## config.mk

```make
export PLATFORM = sky130hd
export DESIGN_NAME = add_sub_accum
export DESIGN_NICKNAME = d
export VERILOG_FILES = /design/src/rtl/add_sub_accum.sv
export SDC_FILE = /design/constraint.sdc
export NUM_CORES = 1
export LEC_CHECK = 0
export ABC_CLOCK_PERIOD_IN_PS = 3000
export CELL_PAD_IN_SITES_DETAIL_PLACEMENT = 1
export CELL_PAD_IN_SITES_GLOBAL_PLACEMENT = 1
export CORE_UTILIZATION = 38
export CTS_BUF_LIST = sky130_fd_sc_hd__clkbuf_2
export DETAILED_ROUTE_END_ITERATION = 10
export PLACE_DENSITY = 0.89
export RECOVER_POWER = 50
export SYNTH_ARGS = -nofsm -noshare
export SYNTH_HDL_FRONTEND = slang
export SYNTH_SLANG_ARGS = --single-unit
```

## constraint.sdc

```tcl
create_clock -name clk -period 3 [get_ports clk]
set_input_delay 0.6 -clock clk [delete_from_list [all_inputs] [get_ports clk]]
set_output_delay 0.6 -clock clk [all_outputs]
set_load 0.005 [all_outputs]
```

## src/rtl/add_sub_accum.sv

```systemverilog
// Signed add/subtract/accumulate unit with a valid/ready handshake and a registered result and flags.
// Optional compile-time feature: define ADD_SUB_SAT_EN to saturate the result and the accumulator on overflow.
module add_sub_accum #(
  parameter int WIDTH = 8
) (
  input  logic             clk,
  input  logic             rst_n,
  input  logic             in_valid,
  output logic             in_ready,
  input  logic [1:0]       mode,
  input  logic [WIDTH-1:0] a,
  input  logic [WIDTH-1:0] b,
  input  logic             clr,
  output logic             out_valid,
  input  logic             out_ready,
  output logic [WIDTH-1:0] result,
  output logic             carry,
  output logic             overflow,
  output logic             a_d
);

  typedef enum logic [1:0] {
    IDLE = 2'd0,
    CALC = 2'd1,
    HOLD = 2'd2
  } state_t;

  state_t state_reg, state_next;

  logic [WIDTH-1:0] a_reg, b_reg, acc_reg, result_reg;
  logic [1:0]       mode_reg;
  logic             carry_reg, overflow_reg, a_d_reg;

  logic             accept;
  logic             is_sub;
  logic [WIDTH-1:0] lhs, rhs, rhs_eff, res_final;
  logic [WIDTH:0]   sum_full;
  logic             carry_calc, ovf_calc;

  assign in_ready  = (state_reg == IDLE);
  assign out_valid = (state_reg == HOLD);
  assign accept    = in_valid && (state_reg == IDLE);

  always_ff @(posedge clk or negedge rst_n) begin
    if (!rst_n) begin
      state_reg <= IDLE;
    end else begin
      state_reg <= state_next;
    end
  end

  always_comb begin
    state_next = state_reg;
    case (state_reg)
      IDLE:    if (in_valid) state_next = CALC;
      CALC:    state_next = HOLD;
      HOLD:    if (out_ready) state_next = IDLE;
      default: state_next = IDLE;
    endcase
  end

  // Subtraction is x + ~y + 1; the carry-in doubles as the subtract select.
  always_comb begin
    is_sub   = mode_reg[0];
    lhs      = mode_reg[1] ? acc_reg : a_reg;
    rhs      = mode_reg[1] ? a_reg : b_reg;
    rhs_eff  = is_sub ? ~rhs : rhs;
    sum_full = {1'b0, lhs} + {1'b0, rhs_eff} + {{WIDTH{1'b0}}, is_sub};
    carry_calc = sum_full[WIDTH] ^ is_sub;
    // Same effective operand signs with a result sign flip covers both add and subtract.
    ovf_calc = (lhs[WIDTH-1] == rhs_eff[WIDTH-1]) && (sum_full[WIDTH-1] != lhs[WIDTH-1]);
`ifdef ADD_SUB_SAT_EN
    if (ovf_calc) begin
      res_final = lhs[WIDTH-1] ? {1'b1, {(WIDTH-1){1'b0}}} : {1'b0, {(WIDTH-1){1'b1}}};
    end else begin
      res_final = sum_full[WIDTH-1:0];
    end
`else
    res_final = sum_full[WIDTH-1:0];
`endif
  end

  always_ff @(posedge clk or negedge rst_n) begin
    if (!rst_n) begin
      a_reg    <= '0;
      b_reg    <= '0;
      mode_reg <= 2'b00;
      a_d_reg  <= 1'b1;
    end else if (accept) begin
      a_reg    <= a;
      b_reg    <= b;
      mode_reg <= mode;
      a_d_reg  <= ~mode[0];
    end
  end

  always_ff @(posedge clk or negedge rst_n) begin
    if (!rst_n) begin
      result_reg   <= '0;
      carry_reg    <= 1'b0;
      overflow_reg <= 1'b0;
    end else if (state_reg == CALC) begin
      result_reg   <= res_final;
      carry_reg    <= carry_calc;
      overflow_reg <= ovf_calc;
    end
  end

  // A clear landing on an accumulate CALC still lets the result use the old value, then wins.
  always_ff @(posedge clk or negedge rst_n) begin
    if (!rst_n) begin
      acc_reg <= '0;
    end else if (clr) begin
      acc_reg <= '0;
    end else if ((state_reg == CALC) && mode_reg[1]) begin
      acc_reg <= res_final;
    end
  end

  assign result   = result_reg;
  assign carry    = carry_reg;
  assign overflow = overflow_reg;
  assign a_d      = a_d_reg;

endmodule

```

### Word level (Yosys, flattened, before mapping)

Cells that the tools add are included.

| word-level totals | value |
|---|---|
| bits in registers | 39 |
| input bits | 23 |
| output and inout bits | 13 |
| word-level logic and storage cells | 34 |

| operators by class | value |
|---|---|
| $add $sub $neg | 2 |
| equality and inequality tests | 6 |
| muxes and demuxes | 8 |
| bitwise gates (word level) | 3 |
| reductions and logical operators | 6 |

Operators by type and width:

| kind | number |
|---|---|
| 8-bit 2-to-1 mux | 5 |
| 8-bit by 8-bit adder with 9-bit output | 1 |
| 9-bit by 1-bit adder with 9-bit output | 1 |
| 8-bit NOT | 1 |
| 2-bit one-hot mux with 3 select lines | 1 |
| 2-bit 2-to-1 mux | 2 |
| 1-bit logical AND | 3 |
| 2-bit by 1-bit equality test with 1-bit output (second input constant) | 1 |
| 2-bit equality test (second input constant) | 1 |
| 2-bit logical NOT | 1 |
| 2-bit by 1-bit inequality test with 1-bit output (second input constant) | 1 |
| 2-bit inequality test (second input constant) | 1 |
| 2-bit AND reduction | 1 |
| 2-bit nonzero test | 1 |
| 1-bit equality test | 1 |
| 1-bit inequality test | 1 |
| 1-bit NOT | 1 |
| 1-bit XOR | 1 |

### Longest topological paths before layout

| depth | value |
|---|---|
| word-level depth | 7 |
| mapped depth | 10 |
| depth with buffers taken out | 8 |

### Least setup slack after synthesis

No wires, ideal clock.

| timing | value |
|---|---|
| path type | register to register |
| start | reg mode_reg[1] |
| end | reg overflow_reg (netlist: overflow) |
| setup time | 126 ps |
| arrival | 2788 ps |
| data required time | 2874 ps |
| setup slack | 85 ps |
| stages on the path, launching flop included | 10 |
| path buffers | 2 |
| clock period less this slack | 2915 ps |
| cells stage by stage | dfrtp_1 -> buf_2 -> buf_1 -> mux2_2 -> ha_1 -> a21oi_1 -> nor2_1 -> a211oi_1 -> a2111oi_1 -> a311o_1 |

| on the way | value |
|---|---|
| cells in the longest elaborated chain, start to end | 7 |
| elaborated cells between the ends (all ways) | 9 |
| classes of those cells | 2 x add/sub; 2 x eq/ne; 3 x mux; 1 x bitwise; 1 x reduce/logical |

RTL lines:

| element | RTL line | text |
|---|---|---|
| start: declaration | 31 | `logic [1:0] mode_reg;` |
| start signal: assignment | 92 | `mode_reg <= mode;` |
| 8-bit 2-to-1 mux | 66 | `rhs = mode_reg[1] ? a_reg : b_reg;` |
| 8-bit NOT | 67 | `rhs_eff = is_sub ? ~rhs : rhs;` |
| 8-bit 2-to-1 mux | 67 |  |
| 8-bit by 8-bit adder with 9-bit output | 68 | `sum_full = {1'b0, lhs} + {1'b0, rhs_eff} + {{WIDTH{1'b0}}, is_sub};` |
| 9-bit by 1-bit adder with 9-bit output | 68 |  |
| 1-bit inequality test | 71 | `ovf_calc = (lhs[WIDTH-1] == rhs_eff[WIDTH-1]) && (sum_full[WIDTH-1] != lhs[WIDTH-1]);` |
| 1-bit logical AND * | 71 |  |
| end signal: assignment | 105 | `overflow_reg <= ovf_calc;` |
| end: declaration | 32 | `logic carry_reg, overflow_reg, a_d_reg;` |

Every way passes the cells marked *; elsewhere a longest branch is shown, timed or not.
A chain may end at the register's enable or synchronous reset.

### Final worst setup path

Same ends and word-level chain as after synthesis.

==> impl_metrics.env <==
export IMPL_p_int_mw=1.80
export IMPL_seqPwrFrac_pct=27.6
export IMPL_syn_nets=266
export IMPL_max_clock_path_buffers=2
export IMPL_synth_edff_count=0
export IMPL_drtIter0Drc=86
export IMPL_setup_viol=0
export IMPL_synthTopCellsByArea="dfrtp_1 44%, nand2_1 14%, ha_1 4.1%, mux2i_1 3.7%, mux2_2 3.7%"
export IMPL_cts_tree="yes"
export IMPL_required_ps=3340
export IMPL_path_clk_slew_ps=190
export IMPL_path_max_fanout=9
export IMPL_fill_cells=650
export IMPL_p_per_area_mw_per_mm2=1280
export IMPL_drive_gt1_share_pct=8.42
export IMPL_num_vias=1771
export IMPL_nets=303
export IMPL_cts_root_buf="clkbuf_2"
export IMPL_synth_distinct_cells=44
export IMPL_synthTopCellsByCount="78 x nand2_1, 38 x dfrtp_1, 11 x o21ai_0"
export IMPL_synthArstFlopShare_pct=100
export IMPL_drc_errors=0
export IMPL_clock_skew_final_ps=34.0
export IMPL_drtPass1Iterations=4
export IMPL_maxCapViolCount=1
export IMPL_min_path_type="flip-flop to flip-flop"
export IMPL_arrival_ps=3090
export IMPL_synth_most_common_cell="nand2_1"
export IMPL_critPathLaunchType="flip-flop"
export IMPL_wl_per_cell_um=14.0
export IMPL_syn2layout_area_growth_pct=21.7
export IMPL_grt_max_degree=40
export IMPL_syn_cell_area_mm2=0.00216
export IMPL_rsz0062_at_grt="false"
export IMPL_crit_buf_inv=1
export IMPL_seq_area_frac_synth_pct=45.3
export IMPL_p_sw_share_pct=46.2
export IMPL_grt_pass1_wl_um=8640
export IMPL_dieArea_mm2=0.00598
export IMPL_reg2reg_slack_ps=250
export IMPL_clk_latency_ps=410
export IMPL_first_global_vias=1874
export IMPL_power_switching_mw=1.55
export IMPL_period_share_pct=91.6
export IMPL_rows=27
export IMPL_endpoint_kind="flip-flop"
export IMPL_stdcell_count=345
export IMPL_core_mm2=0.00547
export IMPL_crit_path_top_delay_cell="dfrtp_1"
export IMPL_yosysWarnings=0
export IMPL_routabilityCongestion=0.824
export IMPL_hpwl_um=3640
export IMPL_vias_per_cell=5.13
export IMPL_status="complete, but fails checks"
export IMPL_dieWidth_um=77.3
export IMPL_leakagePower_nw=1.22
export IMPL_htreeDepth=2
export IMPL_synth_area_leader_cell="dfrtp_1"
export IMPL_synth_top_area_share_pct=44.1
export IMPL_drt_wl_total_um=4840
export IMPL_ir_drop_v=0.000424
export IMPL_max_slew_worst_pin_slew_ps=2070
export IMPL_ys_flop_type="dfrtp_1"
export IMPL_tns_ps=0
export IMPL_holdBufCountCts=0
export IMPL_grt_usage_pct=18.2
export IMPL_ant_nets=0
export IMPL_grt_antenna_before_repair=0
export IMPL_period_needed_ps=2750
export IMPL_slowest_delay_ps=510
export IMPL_initial_core_util_pct=39.4
export IMPL_post_place_cells=337
export IMPL_p_comb_share_pct=65.6
export IMPL_cts_resized=0
export IMPL_clockPowerShare_pct=6.8
export IMPL_path_class="flip-flop to flip-flop"
export IMPL_ys_ff_latch=39
export IMPL_cts_setup_buffers=0
export IMPL_violations="capacitance limit, slew limit"
export IMPL_fmax_ghz=0.364
export IMPL_antenna_cells=0
export IMPL_crit_chain="buf_4, mux2_2, ha_1, and2_1, o2111ai_2, a211o_1, a2111oi_1, a311o_1"
export IMPL_synthCells=235
export IMPL_slew_headroom_pct=-38.1
export IMPL_hold_viol=0
export IMPL_avgSynthCellArea_um2=9.17
export IMPL_slew_violations=40
export IMPL_overflow=0
export IMPL_io_pins=36
export IMPL_die_h_um=77.3
export IMPL_critPathTopFamily="compound AO/OA/AOI/OAI gates"
export IMPL_cts_buffers_inserted=5
export IMPL_cts_num_sinks=39
export IMPL_port_buffers=35
[per-layer routing]
metal | share of wire [%] | up-vias | track usage [%]
li1 | - | 876 | -
met1 | 47 | 861 | 23.6
met2 | 49 | 27 | 30.4
met3 | 2.7 | 7 | 3.21
met4 | 1.3 | 0 | 6.42
met5 | 0 | - | 0
[per-stage QoR]
step,utilization [%],power [mW],area [µm²],hold WS [ps],worst slack [ps]
after floorplan,-,2.44,2160,304,85.4
after global placement,47.3,3.03,2590,458,475
after detailed placement,47.3,3.15,2590,466,322
after CTS,48.0,3.38,2630,292,269
after global routing,47.9,3.69,2620,531,51.2
final,47.9,3.35,2620,498,251
[logic make-up after synthesis]
family / Yosys count / synth area share [%]
simple gates: 107 / 21.2
compound gates: 37 / 12.5
flops: 39 / 45.3
buf+inv: 15 / 2.67
mux: 16 / 8.07
xor+xnor: 13 / 5.28
fa+ha+maj: 8 / 4.99
[cell usage in the layout, fill, tap and decap left out, types with 3 or more instances in the layout]
cell type	instances
nor3_1	3
nand2_1	78
clkbuf_2	6
o21ai_0	11
xor2_1	4
buf_4	4
mux2_2	7
clkdlybuf4s50_1	33
mux2i_1	8
a311o_1	3
nor2_1	5
xnor2_1	9
nand3_1	5
a211oi_1	3
and2_1	3
inv_1	4
dfrtp_1	38
ha_1	7
a21oi_1	5
[power groups by stage]
stage	Combinational [mW]	Sequential, mW	Clock, mW
6_report	2.20	0.924	0.228
5_1_grt	2.47	0.960	0.261
4_1_cts	2.22	0.929	0.236
3_5_place_dp	2.21	0.941	0
3_3_place_gp	2.10	0.922	0
2_1_floorplan	1.55	0.887	0
[area by class of cell]
class / instances / area (µm²) / share of cell area, %
Tap cell: 72 / 90.1 / 3.43
Sequential cell: 39 / 977 / 37.2
Multi-Input combinational cell: 181 / 1120 / 42.7
Clock inverter: 2 / 8.76 / 0.334
Clock buffer: 6 / 30.0 / 1.14
Timing Repair Buffer: 40 / 378 / 14.4
Inverter: 5 / 18.8 / 0.715
[worst min-delay path, cell delays in order (launching register included)]
cell and delay, ps:
dfrtp_1 380, nand2_1 40, o21ai_0 50
[final timing paths]
check / start / endpoint / depth (start not counted)
setup reg to reg: mode_reg[1]$_DFFE_PN0P_ / overflow$_DFFE_PN0N_ / 8
hold / removal: result[0]$_DFFE_PN0N_ / result[0]$_DFFE_PN0N_ / 2
setup / recovery: mode_reg[1]$_DFFE_PN0P_ / overflow$_DFFE_PN0N_ / 8
max in group asynchronous: rst_n / a_reg[5]$_DFFE_PN0P_ / 1
hold reg to reg: result[0]$_DFFE_PN0N_ / result[0]$_DFFE_PN0N_ / 2
min in group asynchronous: rst_n / acc_reg[5]$_DFFE_PN0P_ / 1
(Power assumes the default switching activity.)
